<file path="config.mk">
export PLATFORM = sky130hd
export DESIGN_NAME = mog_mean_update_seq_flat
export DESIGN_NICKNAME = d
export VERILOG_FILES = /design/src/rtl/mog_mean_update_seq_if.sv /design/src/rtl/mog_mean_update_seq.sv /design/src/flat_wrapper.sv
export SDC_FILE = /design/constraint.sdc
export NUM_CORES = 1
export LEC_CHECK = 0
export ABC_AREA = 0
export ABC_CLOCK_PERIOD_IN_PS = 13750
export CAP_MARGIN = 5
export CORE_MARGIN = 3
export CORE_UTILIZATION = 40
export CTS_BUF_LIST = sky130_fd_sc_hd__clkbuf_2 sky130_fd_sc_hd__clkbuf_4 sky130_fd_sc_hd__clkbuf_8
export DETAILED_ROUTE_END_ITERATION = 10
export GPL_TIMING_DRIVEN = 0
export SLEW_MARGIN = 20
export SYNTH_ARGS = -nofsm -noshare
export SYNTH_HDL_FRONTEND = slang
export SYNTH_SLANG_ARGS = --single-unit
</file>
<file path="constraint.sdc">
create_clock -name clk -period 13.75 [get_ports clk]
set_input_delay 2.75 -clock clk [delete_from_list [all_inputs] [get_ports clk]]
set_output_delay 2.75 -clock clk [all_outputs]
set_load 0.1 [all_outputs]
</file>
<file path="src/rtl/mog_mean_update_seq_if.sv">
// rtl/mog_mean_update_seq_if.sv - component-in / updated-mean-out handshake bundle
interface mog_mean_update_seq_if #(
  parameter int DATA_W   = 8,
  parameter int FRAC_W   = 8,
  parameter int WEIGHT_W = 8,
  parameter int TAG_W    = 8
);
  logic                       s_valid;
  logic                       s_ready;
  logic                       s_match;
  logic [DATA_W-1:0]          s_pixel;
  logic [DATA_W+FRAC_W-1:0]   s_mean;
  logic [WEIGHT_W-1:0]        s_weight;
  logic [TAG_W-1:0]           s_tag;
  logic                       m_valid;
  logic                       m_ready;
  logic                       m_match;
  logic [DATA_W+FRAC_W-1:0]   m_mean;
  logic [FRAC_W:0]            m_rho;
  logic [TAG_W-1:0]           m_tag;

  modport master (
    output s_valid, s_match, s_pixel, s_mean, s_weight, s_tag, m_ready,
    input  s_ready, m_valid, m_match, m_mean, m_rho, m_tag
  );

  modport slave (
    input  s_valid, s_match, s_pixel, s_mean, s_weight, s_tag, m_ready,
    output s_ready, m_valid, m_match, m_mean, m_rho, m_tag
  );
endinterface

</file>
<file path="src/rtl/mog_mean_update_seq.sv">
// rtl/mog_mean_update_seq.sv - MoG mean update, rho = ALPHA/weight via restoring divider
// Optional: MOG_MEAN_UPDATE_ROUND_EN selects round-half-up for the mean delta.
module mog_mean_update_seq #(
  parameter int DATA_W   = 8,
  parameter int FRAC_W   = 8,
  parameter int WEIGHT_W = 8,
  parameter int ALPHA    = 2,
  parameter int TAG_W    = 8
) (
  input  logic                  clk,
  input  logic                  reset_n,
  mog_mean_update_seq_if.slave  io
);
  localparam int MW  = DATA_W + FRAC_W;
  localparam int DW  = MW + 1;
  localparam int PW  = DW + FRAC_W + 2;
  localparam int RMW = WEIGHT_W + 1;
  localparam int CW  = $clog2(FRAC_W + 1);
  localparam logic [WEIGHT_W-1:0] ALPHA_W = WEIGHT_W'(ALPHA);
  localparam logic [FRAC_W:0]     RHO_SAT = (FRAC_W+1)'(1) << FRAC_W;
  localparam logic [CW-1:0]       CNT_LAST = CW'(FRAC_W - 1);

  typedef enum logic [1:0] {IDLE, DIV, MUL, OUT} state_t;

  state_t              state_q;
  logic [CW-1:0]       cnt_q;
  logic [RMW-1:0]      rem_q;
  logic [WEIGHT_W-1:0] div_q;
  logic [FRAC_W:0]     rho_q;
  logic [DATA_W-1:0]   pix_q;
  logic [MW-1:0]       mean_q;
  logic                match_q;
  logic [TAG_W-1:0]    tag_q;
  logic                valid_q;
  logic [MW-1:0]       m_mean_q;
  logic [FRAC_W:0]     m_rho_q;

  logic [RMW:0]           rem_sh;
  logic                   rem_ge;
  logic signed [DW-1:0]   diff;
  logic signed [PW-1:0]   prod;
  logic signed [PW-1:0]   prod_r;
  logic signed [PW-1:0]   delta;
  logic [MW-1:0]          mean_d;

  always_comb begin
    rem_sh = {rem_q, 1'b0};
    rem_ge = (rem_sh >= {2'b00, div_q});
    diff   = $signed({1'b0, pix_q, {FRAC_W{1'b0}}}) - $signed({1'b0, mean_q});
    prod   = PW'(diff) * PW'($signed({1'b0, rho_q}));
`ifdef MOG_MEAN_UPDATE_ROUND_EN
    prod_r = prod + (PW'(1) <<< (FRAC_W - 1));
`else
    prod_r = prod;
`endif
    // rho <= 1 keeps the sum between mean and pixel, so truncation never wraps
    delta  = prod_r >>> FRAC_W;
    mean_d = mean_q + MW'(delta);
  end

  always_ff @(posedge clk or negedge reset_n) begin
    if (!reset_n) begin
      state_q  <= IDLE;
      cnt_q    <= '0;
      rem_q    <= '0;
      div_q    <= '0;
      rho_q    <= '0;
      pix_q    <= '0;
      mean_q   <= '0;
      match_q  <= 1'b0;
      tag_q    <= '0;
      valid_q  <= 1'b0;
      m_mean_q <= '0;
      m_rho_q  <= '0;
    end else begin
      case (state_q)
        IDLE: begin
          if (io.s_valid) begin
            match_q <= io.s_match;
            tag_q   <= io.s_tag;
            pix_q   <= io.s_pixel;
            mean_q  <= io.s_mean;
            div_q   <= io.s_weight;
            cnt_q   <= '0;
            if (!io.s_match) begin
              m_mean_q <= io.s_mean;
              m_rho_q  <= '0;
              state_q  <= OUT;
            end else if (io.s_weight <= ALPHA_W) begin
              rho_q   <= RHO_SAT;
              state_q <= MUL;
            end else begin
              // ALPHA < weight, so the dividend's integer part is the first remainder
              rho_q   <= '0;
              rem_q   <= {1'b0, ALPHA_W};
              state_q <= DIV;
            end
          end
        end
        DIV: begin
          if (rem_ge) begin
            rem_q <= RMW'(rem_sh - {2'b00, div_q});
          end else begin
            rem_q <= RMW'(rem_sh);
          end
          rho_q <= {rho_q[FRAC_W-1:0], rem_ge};
          if (cnt_q == CNT_LAST) begin
            cnt_q   <= '0;
            state_q <= MUL;
          end else begin
            cnt_q <= cnt_q + 1'b1;
          end
        end
        MUL: begin
          m_mean_q <= mean_d;
          m_rho_q  <= rho_q;
          state_q  <= OUT;
        end
        OUT: begin
          if (!valid_q) begin
            valid_q <= 1'b1;
          end else if (io.m_ready) begin
            valid_q <= 1'b0;
            state_q <= IDLE;
          end
        end
        default: state_q <= IDLE;
      endcase
    end
  end

  assign io.s_ready = (state_q == IDLE);
  assign io.m_valid = valid_q;
  assign io.m_match = match_q;
  assign io.m_mean  = m_mean_q;
  assign io.m_rho   = m_rho_q;
  assign io.m_tag   = tag_q;
endmodule

</file>
<file path="src/flat_wrapper.sv">
// flat-port wrapper written by rule: the top's interface ports become plain ports
module mog_mean_update_seq_flat 
#(
  parameter int DATA_W   = 8,
  parameter int FRAC_W   = 8,
  parameter int WEIGHT_W = 8,
  parameter int ALPHA    = 2,
  parameter int TAG_W    = 8
)
  (clk, reset_n, io_s_valid, io_s_match, io_s_pixel, io_s_mean, io_s_weight, io_s_tag, io_m_ready, io_s_ready, io_m_valid, io_m_match, io_m_mean, io_m_rho, io_m_tag);
  mog_mean_update_seq_if #(.DATA_W(DATA_W), .FRAC_W(FRAC_W), .WEIGHT_W(WEIGHT_W), .TAG_W(TAG_W)) io_i ();
  input  logic clk;
  input  logic reset_n;
  input wire logic [$bits(io_i.s_valid)-1:0] io_s_valid;
  input wire logic [$bits(io_i.s_match)-1:0] io_s_match;
  input wire logic [$bits(io_i.s_pixel)-1:0] io_s_pixel;
  input wire logic [$bits(io_i.s_mean)-1:0] io_s_mean;
  input wire logic [$bits(io_i.s_weight)-1:0] io_s_weight;
  input wire logic [$bits(io_i.s_tag)-1:0] io_s_tag;
  input wire logic [$bits(io_i.m_ready)-1:0] io_m_ready;
  output wire logic [$bits(io_i.s_ready)-1:0] io_s_ready;
  output wire logic [$bits(io_i.m_valid)-1:0] io_m_valid;
  output wire logic [$bits(io_i.m_match)-1:0] io_m_match;
  output wire logic [$bits(io_i.m_mean)-1:0] io_m_mean;
  output wire logic [$bits(io_i.m_rho)-1:0] io_m_rho;
  output wire logic [$bits(io_i.m_tag)-1:0] io_m_tag;
  assign io_i.s_valid = io_s_valid;
  assign io_i.s_match = io_s_match;
  assign io_i.s_pixel = io_s_pixel;
  assign io_i.s_mean = io_s_mean;
  assign io_i.s_weight = io_s_weight;
  assign io_i.s_tag = io_s_tag;
  assign io_i.m_ready = io_m_ready;
  assign io_s_ready = io_i.s_ready;
  assign io_m_valid = io_i.m_valid;
  assign io_m_match = io_i.m_match;
  assign io_m_mean = io_i.m_mean;
  assign io_m_rho = io_i.m_rho;
  assign io_m_tag = io_i.m_tag;
  mog_mean_update_seq #(.DATA_W(DATA_W), .FRAC_W(FRAC_W), .WEIGHT_W(WEIGHT_W), .ALPHA(ALPHA), .TAG_W(TAG_W)) u_core (.clk(clk), .reset_n(reset_n), .io(io_i));
endmodule
</file>
==> flow_summary.toml <==
[global_route]
grt.overflow.total = 0
track_usage_pct = 19.5
met2_usage_pct = 32.3
grt_pass1_wl_microns = 43500
grt_max_degree = 61
use_met3_pct = 2.38
antenna_found_initial = 0
grt_pass1_vias = 8221
grt_util_met1_pct = 27.5
grt_busiest_layer = "met2"

[finish]
num-fill-cells = 2466
antenna_cells = 0
nNetsFinal = 1461
area_delta_synth_final_pct = 14.1
drive_above_1_share_pct = 6.43

[synthesis]
syn_area_sq_um = 10300
yosysWarnings = 0
synth_nets = 1369
synth-seq-cells = 91
syn_area_per_cell_sq_um = 9.20
synthSimpleGateAreaFrac_pct = 16.9
synth_compound_area_share_pct = 8.10
synth_top_family_by_area = "adder cells"
synth_xor_area_share_pct = 4.18
async_reset_ff_share_pct = 100
synth_mux_area_share_pct = 6.86
ys.flop_type = "dfrtp_1"
synthAdderAreaFrac_pct = 34.0
synth_edf_count = 0
synth-seq-area-share_pct = 22.2
syn-instance-count = 1116
synth_cell_types = 62

[drt]
first_pass_iters = 5
vias = 7799
drc_errors = 0
dr.first_iter.drc_count = 374
vias_per_cell = 5.05
wl_per_cell_microns = 16.8
routed_wl_microns = 25900
postRouteAntennaNets = 0

[clock_tree]
cts_sinks = 91
cts-htree-levels = 3
cts.clk_slew.worst_paths_ns = 0.10
ctsHoldBuffers = 0
cts-root-buf = "clkbuf_8"
cts_resized = 0
post_cts.repair.setup_buffers = 0
cts_tree = "done"
numCtsBuffers = 9
clock_path_buffers = 2
clock_latency_ns = 0.37

[sta]
clock-skew-final_ns = 0.0110
fin_crit_ns = 9.72
finalHoldViolCount = 0
slew_viol_final = 0
worst_pin_slew_ns = 1.12
fin_setup_tns_ns = 0
setup_viol = 0
fmax_ghz = 0.103
timing.hold.ws_ns = 0.479
rsz0062_at_grt = "false"
finalCritPeriodShare_pct = 70.7
slew_headroom_pct = 25.0

[die]
die-area_sq_um = 27600
core_area_sq_um = 25200
die_x_microns = 166
top_level_ports = 81
initial_core_util_pct = 40.8
rows = 58
die_h_microns = 166

[worst_setup_path]
slowest_stage = "xnor2_1"
slowest_delay_ns = 0.69
critPathArrivalTime_ns = 10.03
cp_max_fo = 10
path_common_cell = "fa_1"
critPathLaunchType = "register"
required_ns = 14.06
cp_top_family = "adder cells"
setup.worst_path.class = "register to register"
crit_buf_inv = 5
worstSetupEndpointType = "register"

[min_path]
min_path_type = "register to register"

[placed_design]
dp_hpwl_microns = 20700
portBuffers = 80
gp_congestion = 0.864

[power]
peakVddDrop_uv = 213
p_per_area_nw_per_um2 = 187
p_leak_nw = 5.84

[flow_run]
max_cap_violations = 0

[outcome]
status = "complete, no violations"
through the flow:
stage | setup WS [ns] | area, sq um | power (W) | util (%) | instances
after detailed placement | 4.18 | 11500 | 0.00199 | 45.7 | 1527
after global placement | 4.19 | 11500 | 0.00197 | 45.6 | 1526
after global routing | 3.52 | 11700 | 0.00235 | 46.5 | 1543
final | 4.03 | 11700 | 0.00219 | 46.5 | 1543
after floorplan | 5.50 | 10300 | 0.00155 | - | 1116
after CTS | 4.11 | 11700 | 0.00219 | 46.5 | 1543
cell type report:
class / count / area [sq um] / share of cell area, %
Clock inverter: 6 / 71.3 / 0.609
Timing Repair Buffer: 81 / 830 / 7.08
Sequential cell: 91 / 2280 / 19.4
Multi-Input combinational cell: 811 / 7190 / 61.4
Clock buffer: 10 / 131 / 1.12
Inverter: 179 / 672 / 5.73
Buffer: 35 / 131 / 1.12
Tap cell: 330 / 413 / 3.52
layout by cell type, fill, tap and decap left out, types with 42 or more instances in the layout:
master / netlist / layout
inv_1: 179 / 179
nor2_1: 42 / 42
mux2_2: 43 / 43
ha_1: 90 / 90
fa_1: 118 / 118
nand2_1: 164 / 164
dfrtp_1: 91 / 91
and2_1: 65 / 65
clkdlybuf4s50_1: 0 / 79
o21ai_0: 51 / 51
worst reg2reg max path: cells and delay by family (launching register included):
kind,cells,cell delay [ns]
simple gates,10,1.90
buf+inv,5,0.57
fa+ha+maj,8,3.47
compound gates,10,2.44
xor+xnor,2,0.85
flops,1,0.41
where the power goes:
group          switching, W  leakage [nW]  total, W  internal (W)
Combinational       0.00104          4.60   0.00153      0.000481
Clock              0.000107         0.102  0.000195     0.0000882
Sequential        0.0000949          1.14  0.000466      0.000371
Total               0.00125          5.84   0.00219      0.000941
synthesized netlist by cell type (2+ instances only):
master    number  area share [%]
nand3_1       25             1.2
a21o_1         7            0.51
nand2b_1       7            0.43
clkbuf_1      29             1.1
or4b_2         2            0.20
a41oi_1        2            0.17
a21oi_1       26             1.3
buf_1          6            0.22
a21boi_0       7            0.51
or4_4          2            0.22
nor4_1         3            0.18
nor3b_1        5            0.37
a211o_1        2            0.17
nand2_1      164             6.0
ha_1          90              11
mux2i_1       22             2.1
nor3_1         8            0.39
or2_2          5            0.30
nand4_1        4            0.24
a221oi_1       2            0.17
nor2_1        42             1.5
or4_1          2            0.15
inv_1        179             6.5
o21bai_1       2            0.15
o31ai_1        4            0.29
o21a_1         5            0.37
a211oi_1       3            0.22
and3_1         3            0.18
mux2_2        43             4.7
o21ai_0       51             2.5
nor2b_1        8            0.49
fa_1         118              23
o211ai_1       4            0.29
a31oi_1        5            0.30
xor2_1        10            0.85
dfrtp_1       91              22
xnor2_1       39             3.3
and2_1        65             4.0
state kept, by name (all words and copies together) (netlist names):
register           flops
u_core.mean_q         16
u_core.io.m_match      1
u_core.io.m_valid      1
u_core.io.m_rho        9
u_core.io.m_mean      16
u_core.state_q         2
u_core.rho_q           9
u_core.cnt_q           4
u_core.div_q           8
u_core.rem_q           9
u_core.io.m_tag        8
u_core.pix_q           8
metal layers:
layer / vias to the layer above / part of all wire (%)
li1: 3761 / -
met1: 3849 / 48
met2: 158 / 47
met3: 31 / 3.5
met4: 0 / 1.7
met5: - / 0
final timing paths:
kind                                     from                   end  slack [ns]  depth (start not counted)
max                          u_core.mean_q[0]  u_core.io.m_mean[15]        4.03                         35
min in group asynchronous             reset_n    u_core.io.m_tag[5]        2.24                          1
min reg2reg                u_core.io.m_rho[1]    u_core.io.m_rho[1]        0.48                          2
max in group asynchronous             reset_n     u_core.mean_q[13]       10.91                          2
min                        u_core.io.m_rho[1]    u_core.io.m_rho[1]        0.48                          2
max reg2reg                  u_core.mean_q[0]  u_core.io.m_mean[15]        4.03                         35
kinds of logic (layout without fill, tap and decap cells):
kind of cell               count (synthesis)  in the layout
muxes                                     65             65
and+or+nand+nor                          355            355
AOI/OAI and AO/OA                        134            134
xor gates and xnor gates                  49             49
DFF                                       91             91
adders and majority gates                208            208
buffers and inverters                    214            311
Note: power is estimated with default switching activity, not from simulation.
